### src/rtl/tiny_cpu_pkg.sv
// rtl/tiny_cpu_pkg.sv - shared state encoding and defaults for the tiny core run controller
package tiny_cpu_pkg;

   localparam int unsigned PC_W_DEF    = 4;
   localparam int unsigned INST_W_DEF  = 8;
   // The core needs this many core_en ticks to complete one instruction
   localparam int unsigned CORE_PHASES = 5;

   typedef enum logic [2:0] {
      RC_IDLE = 3'd0,
      RC_RUN  = 3'd1,
      RC_STEP = 3'd2,
      RC_HALT = 3'd3,
      RC_LOAD = 3'd4
   } rc_state_e;

endpackage

### src/rtl/tiny_run_prescaler.sv
// rtl/tiny_run_prescaler.sv - free-run speed divider producing the RUN core_en tick
module tiny_run_prescaler
   import tiny_cpu_pkg::*;
#(
   parameter int unsigned DIV_W = 24
) (
   input  logic             clock,
   input  logic             reset_n,
   input  logic             clear,
   input  logic             enable,
   input  logic [DIV_W-1:0] div_val,
   output logic             tick
);

   logic [DIV_W-1:0] div_cnt;

   assign tick = (div_cnt == div_val);

   // Count up to div_val and wrap; restart from zero whenever a run begins
   always_ff @(posedge clock or negedge reset_n) begin
      if (!reset_n) begin
         div_cnt <= '0;
      end else if (clear) begin
         div_cnt <= '0;
      end else if (enable) begin
         div_cnt <= tick ? '0 : div_cnt + DIV_W'(1);
      end
   end

endmodule

### src/rtl/tiny_cpu_run_ctrl.sv
// rtl/tiny_cpu_run_ctrl.sv - run/step/halt sequencer and program loader; TINY_RUN_CTRL_INST_LIMIT_EN adds an instruction-limit watchdog
module tiny_cpu_run_ctrl
   import tiny_cpu_pkg::*;
#(
   parameter int unsigned PC_W   = PC_W_DEF,
   parameter int unsigned INST_W = INST_W_DEF,
   parameter int unsigned DIV_W  = 24,
   parameter int unsigned ICNT_W = 16
) (
   input  logic              clock,
   input  logic              reset_n,
   input  logic              run_req,
   input  logic              step_req,
   input  logic              halt_req,
   input  logic [DIV_W-1:0]  div_val,
   input  logic              bp_en,
   input  logic [PC_W-1:0]   bp_addr,
   input  logic [PC_W-1:0]   core_pc,
   input  logic              core_inst_done,
`ifdef TINY_RUN_CTRL_INST_LIMIT_EN
   input  logic [ICNT_W-1:0] inst_limit,
`endif
   input  logic              load_valid,
   input  logic [PC_W-1:0]   load_addr,
   input  logic [INST_W-1:0] load_data,
   output logic              load_ready,
   output logic              mem_we,
   output logic [PC_W-1:0]   mem_addr,
   output logic [INST_W-1:0] mem_wdata,
   output logic              core_en,
   output logic              core_rst,
   output logic [2:0]        state_o,
   output logic [ICNT_W-1:0] icount,
   output logic              bp_hit
);

   rc_state_e         state;
   rc_state_e         next_state;
   logic              tick;
   logic              in_run;
   logic              run_entry;
   logic              retire;
   logic              bp_trip;
   logic              limit_hit;
   logic              halt_pend;
   logic              boundary;
   logic              load_entry;
   logic              ctrl_state;
   logic [ICNT_W-1:0] icount_inc;

   assign state_o    = state;
   assign mem_addr   = load_addr;
   assign mem_wdata  = load_data;
   assign in_run     = (state == RC_RUN);
   assign ctrl_state = (state == RC_IDLE) || (state == RC_HALT);
   assign run_entry  = (next_state == RC_RUN) && !in_run;
   assign load_entry = (next_state == RC_LOAD) && (state != RC_LOAD);
   assign retire     = core_en & core_inst_done;
   assign icount_inc = (&icount) ? icount : icount + ICNT_W'(1);
   // boundary marks the cycle right after a retire, when core_pc shows the next instruction
   assign bp_trip    = in_run && boundary && bp_en && (core_pc == bp_addr);

`ifdef TINY_RUN_CTRL_INST_LIMIT_EN
   assign limit_hit = (inst_limit != '0) && (icount_inc == inst_limit);
`else
   assign limit_hit = 1'b0;
`endif

   tiny_run_prescaler #(
      .DIV_W (DIV_W)
   ) u_prescaler (
      .clock   (clock),
      .reset_n (reset_n),
      .clear   (run_entry),
      .enable  (in_run),
      .div_val (div_val),
      .tick    (tick)
   );

   // State register
   always_ff @(posedge clock or negedge reset_n) begin
      if (!reset_n) begin
         state <= RC_IDLE;
      end else begin
         state <= next_state;
      end
   end

   // Next-state selection; step beats run beats load when idle or halted
   always_comb begin
      next_state = state;
      case (state)
         RC_IDLE, RC_HALT: begin
            if (step_req)        next_state = RC_STEP;
            else if (run_req)    next_state = RC_RUN;
            else if (load_valid) next_state = RC_LOAD;
         end
         RC_RUN: begin
            if (bp_trip)                                             next_state = RC_HALT;
            else if (retire && (halt_pend || halt_req || limit_hit)) next_state = RC_HALT;
         end
         RC_STEP: begin
            if (retire) next_state = RC_HALT;
         end
         RC_LOAD: begin
            if (!load_valid) next_state = RC_IDLE;
         end
         default: next_state = RC_IDLE;
      endcase
   end

   // Core enable/reset and program-write handshake decoded from the current state
   always_comb begin
      core_en    = 1'b0;
      core_rst   = 1'b0;
      load_ready = 1'b0;
      mem_we     = 1'b0;
      case (state)
         RC_IDLE: begin
            core_rst   = 1'b1;
            load_ready = 1'b1;
            mem_we     = load_valid && !run_req && !step_req;
         end
         RC_HALT: begin
            load_ready = 1'b1;
            mem_we     = load_valid && !run_req && !step_req;
         end
         RC_RUN:  core_en = tick && !bp_trip;
         RC_STEP: core_en = 1'b1;
         RC_LOAD: begin
            core_rst   = 1'b1;
            load_ready = 1'b1;
            mem_we     = load_valid;
         end
         default: core_rst = 1'b1;
      endcase
   end

   // Retire bookkeeping: instruction count, boundary marker, breakpoint and pending halt
   always_ff @(posedge clock or negedge reset_n) begin
      if (!reset_n) begin
         icount    <= '0;
         bp_hit    <= 1'b0;
         halt_pend <= 1'b0;
         boundary  <= 1'b0;
      end else begin
         boundary <= retire;
         if (load_entry) begin
            icount <= '0;
         end else if (retire) begin
            icount <= icount_inc;
         end
         if (bp_trip) begin
            bp_hit <= 1'b1;
         end else if (ctrl_state && (run_req || step_req)) begin
            bp_hit <= 1'b0;
         end
         halt_pend <= (in_run && (next_state == RC_RUN)) ? (halt_pend | halt_req) : 1'b0;
      end
   end

endmodule

### config.mk
export PLATFORM = sky130hd
export DESIGN_NAME = tiny_cpu_run_ctrl
export DESIGN_NICKNAME = d
export VERILOG_FILES = /design/src/rtl/tiny_cpu_pkg.sv /design/src/rtl/tiny_run_prescaler.sv /design/src/rtl/tiny_cpu_run_ctrl.sv
export SDC_FILE = /design/constraint.sdc
export NUM_CORES = 1
export LEC_CHECK = 0
export ABC_AREA = 1
export BUFFER_PORTS_ARGS = -buffer_cell sky130_fd_sc_hd__buf_2
export CORE_ASPECT_RATIO = 1.75
export CORE_MARGIN = 4
export CORE_UTILIZATION = 48
export CTS_BUF_LIST = sky130_fd_sc_hd__clkbuf_16
export DETAILED_ROUTE_END_ITERATION = 8
export GPL_TIMING_DRIVEN = 0
export PLACE_DENSITY = 0.83
export SETUP_SLACK_MARGIN = 0.05
export SLEW_MARGIN = 20
export SYNTH_ARGS = -nofsm -noshare
export SYNTH_HDL_FRONTEND = slang
export SYNTH_SLANG_ARGS = --single-unit
### constraint.sdc
create_clock -name clock -period 1.75 [get_ports clock]
set_input_delay 0.0875 -clock clock [delete_from_list [all_inputs] [get_ports clock]]
set_output_delay 0.0875 -clock clock [all_outputs]
set_load 0.03 [all_outputs]
==> flow_metrics.tcl <==
set metrics [dict create \
    stdcell_area_mm2 0.00487 \
    cts_sinks 46 \
    worstPathMaxFanout 7 \
    syn_nets 522 \
    avgSynthCellArea_um2 7.09 \
    numCtsBuffers 5 \
    core_mm2 0.00664 \
    cts_root_buffer "clkbuf_16" \
    grt_antenna_before_repair 0 \
    syn_area_mm2 0.00332 \
    min_path_cells 3 \
    finalHoldViolCount 0 \
    num_rows 39 \
    wl_per_cell_um 15.8 \
    drv_slew 0 \
    final_util_pct 73.4 \
    wl_mm 10.9 \
    drt_pass1_iterations 5 \
    synth_cell_types 37 \
    top_level_ports 88 \
    leakage_nw 2.43 \
    nets 657 \
    synth.ff_latch_count 46 \
    drive_gt1_share_pct 43.7 \
    power.density_mw_per_mm2 1060 \
    synth-async-reset-ratio_pct 100 \
    whs_endpoint "halt_pend" \
    grt_first_pass_wirelength_mm 15.9 \
    gp_congestion 0.912 \
    fill_cells 496 \
    required_ns 1.97 \
    die-height_um 118 \
    r2r_start "u_prescaler.div_cnt[0]" \
    crit_family "simple AND/OR/NAND/NOR gates" \
    period_share_pct 121 \
    vias 3727 \
    io_buffers 75 \
    clk_pin_slew_ns 0.06 \
    netlist_instances 468 \
    setup_slack_ns -0.371 \
    worst_pin_slew_ns 0.751 \
    crit_buf_inv 3 \
    drc 0 \
    yosysSeqAreaShare_pct 34.7 \
    htree_num_levels 2 \
    regToRegSetupSlack_ns -0.37 \
    clockBufferDepth 2 \
    slew_headroom_pct 50.0 \
    grt_usage_pct 23.1 \
    path_class "flop to flop" \
    die_x_um 70.9 \
    overflow 0 \
    period_needed_ns 2.12 \
    antennaDiodeCount 0 \
    ir_drop_mv 0.613 \
    place_hpwl_mm 6.57 \
    reg2regPathDepth 17 \
    vias_per_cell 5.43 \
    skew_ns 0.00637 \
    ys_warn_count 0 \
    hold_path_class "input port to flop" \
    violations "setup timing" \
    tns_ns -12.58 \
    run_status "complete, but fails checks" \
    synth_edf_count 0 \
    slowest_delay_ns 0.43 \
    rsz0062_at_grt "yes" \
    ant_nets 0 \
    fmax_mhz 472 \
    dieArea_mm2 0.00836 \
    tritoncts "built" \
    min-delay-start "halt_req" \
    layout_common_cells "nand2_1 (108), buf_2 (72), inv_1 (57)" \
    area_growth_pct 46.9 \
    crit_path_start_kind "flop" \
    reg2reg_to "u_prescaler.div_cnt[1]" \
    pre_cts_ws_ns -0.339 \
    critPathArrivalTime_ns 2.34 \
    setup_viol 45 \
    cap_viol_max_count 0 \
    initial_core_util_pct 50.0 \
    mostFrequentLayoutCell "nand2_1" \
    first_global_vias 3657 \
    grt_max_degree 47 \
    path_cells "buf_6 > inv_2 > nand2_1 > nand2_1 > nand2_1 > nor2_1 > nand2_1 > nor2_4 > nand3_4 > nand2_4 > nand3_2 > nand2_2 > nand2_4 > nand3_4 > buf_6 > nand3_2 > nand2_2" \
    dpl_cell_area_mm2 0.00384 \
    cpMaxStageDelayCell "dfrtp_1" \
    worstSkewPairLatency_ns 0.29 \
    worst_setup_path_end_kind "flop" \
    synth-main-ff-cell "dfrtp_1" \
    drtIter0Drc 225 \
    crit_path_frequent_cell "nand2_1" \
]
==> cells by family after synthesis <==
family | after synthesis | share of synthesized area (%)
flops | 46 | 34.7
buf+inv | 85 | 11.7
simple gates | 264 | 38.2
compound gates | 41 | 6.79
xor+xnor | 30 | 7.92
fa+ha+maj | 2 | 0.754
==> layout make-up <==
class	count	area (µm²)	area share (%)
multi-input combinational	337	2180	44.7
sequential	46	1170	24.0
timing repair buffer	128	848	17.4
inverter	66	255	5.24
buffer	19	158	3.23
clock buffer	5	125	2.57
tap	82	103	2.11
clock inverter	3	37.5	0.770
==> report_power, final <==
part / switching, mW / internal, mW
combinational: 1.58 / 1.07
clock: 0.406 / 0.665
sequential: 0.211 / 1.22
total: 2.19 / 2.95
==> flip-flops by register name, indices dropped and copies added, names as in the netlist <==
name                 cells
u_prescaler.div_cnt     24
icount                  16
state_o                  3
boundary                 1
bp_hit                   1
halt_pend                1
==> layer usage <==
| layer | wire, µm | up-vias | track usage, % | part of all wire, % |
|---|---|---|---|---|
| met2 | 6320 | 176 | 44.2 | 58 |
| met1 | 3610 | 1754 | 23.1 | 33 |
| met4 | 357 | 0 | 12.0 | 3.3 |
| met3 | 561 | 42 | 3.16 | 5.2 |
| met5 | 0 | - | 0 | 0 |
| li1 | - | 1755 | - | - |
==> synthesized netlist by cell type, drive strengths merged (2+ instances only) <==
| library cell | count | area, µm² |
|---|---|---|
| nor2 | 48 | 225 |
| xor2 | 9 | 78.8 |
| buf | 18 | 136 |
| nand3 | 62 | 363 |
| nand4 | 7 | 43.8 |
| ha | 2 | 25.0 |
| dfrtp | 46 | 1150 |
| inv | 65 | 244 |
| o31ai | 2 | 15.0 |
| nor4 | 4 | 31.3 |
| o21ai | 23 | 115 |
| xnor2 | 21 | 184 |
| a21oi | 12 | 63.8 |
| nor3 | 14 | 75.1 |
| nand2 | 127 | 502 |
==> through the flow <==
| stage | hold WS, ns | total power [mW] | instances |
|---|---|---|---|
| CTS | 0.0343 | 4.66 | 672 |
| global route | 0.180 | 5.39 | 686 |
| global placement | 0.335 | 3.04 | 625 |
| detailed placement | 0.331 | 3.10 | 625 |
| finish | 0.166 | 5.15 | 686 |
| floorplan | -0.208 | 2.60 | 468 |
==> tightest hold or removal path, cell delays in order <==
cell and delay (ns):
buf_2 0.09, nor2_1 0.06, nor3_2 0.16
==> how the worst max path moves through the flow <==
stage,from,to,cells after the start
after global placement,u_prescaler.div_cnt[20],u_prescaler.div_cnt[12],13
after global routing,u_prescaler.div_cnt[0],u_prescaler.div_cnt[1],17
after detailed placement,u_prescaler.div_cnt[20],u_prescaler.div_cnt[12],13
after CTS,u_prescaler.div_cnt[0],u_prescaler.div_cnt[3],17
after floorplan,state_o[1],u_prescaler.div_cnt[16],15
final,u_prescaler.div_cnt[0],u_prescaler.div_cnt[1],17
==> timing repair <==
action | CTS | global route
hold buffers | 0 | 1
buffers inserted | 37 | 13
endpoints found under the setup margin | 45 | 45
hold endpoints to repair | 0 | 46
resized for setup | 50 | 70
pin swaps | 25 | 36
gates cloned | 2 | 0
Note: power is estimated with default switching activity, not from simulation.
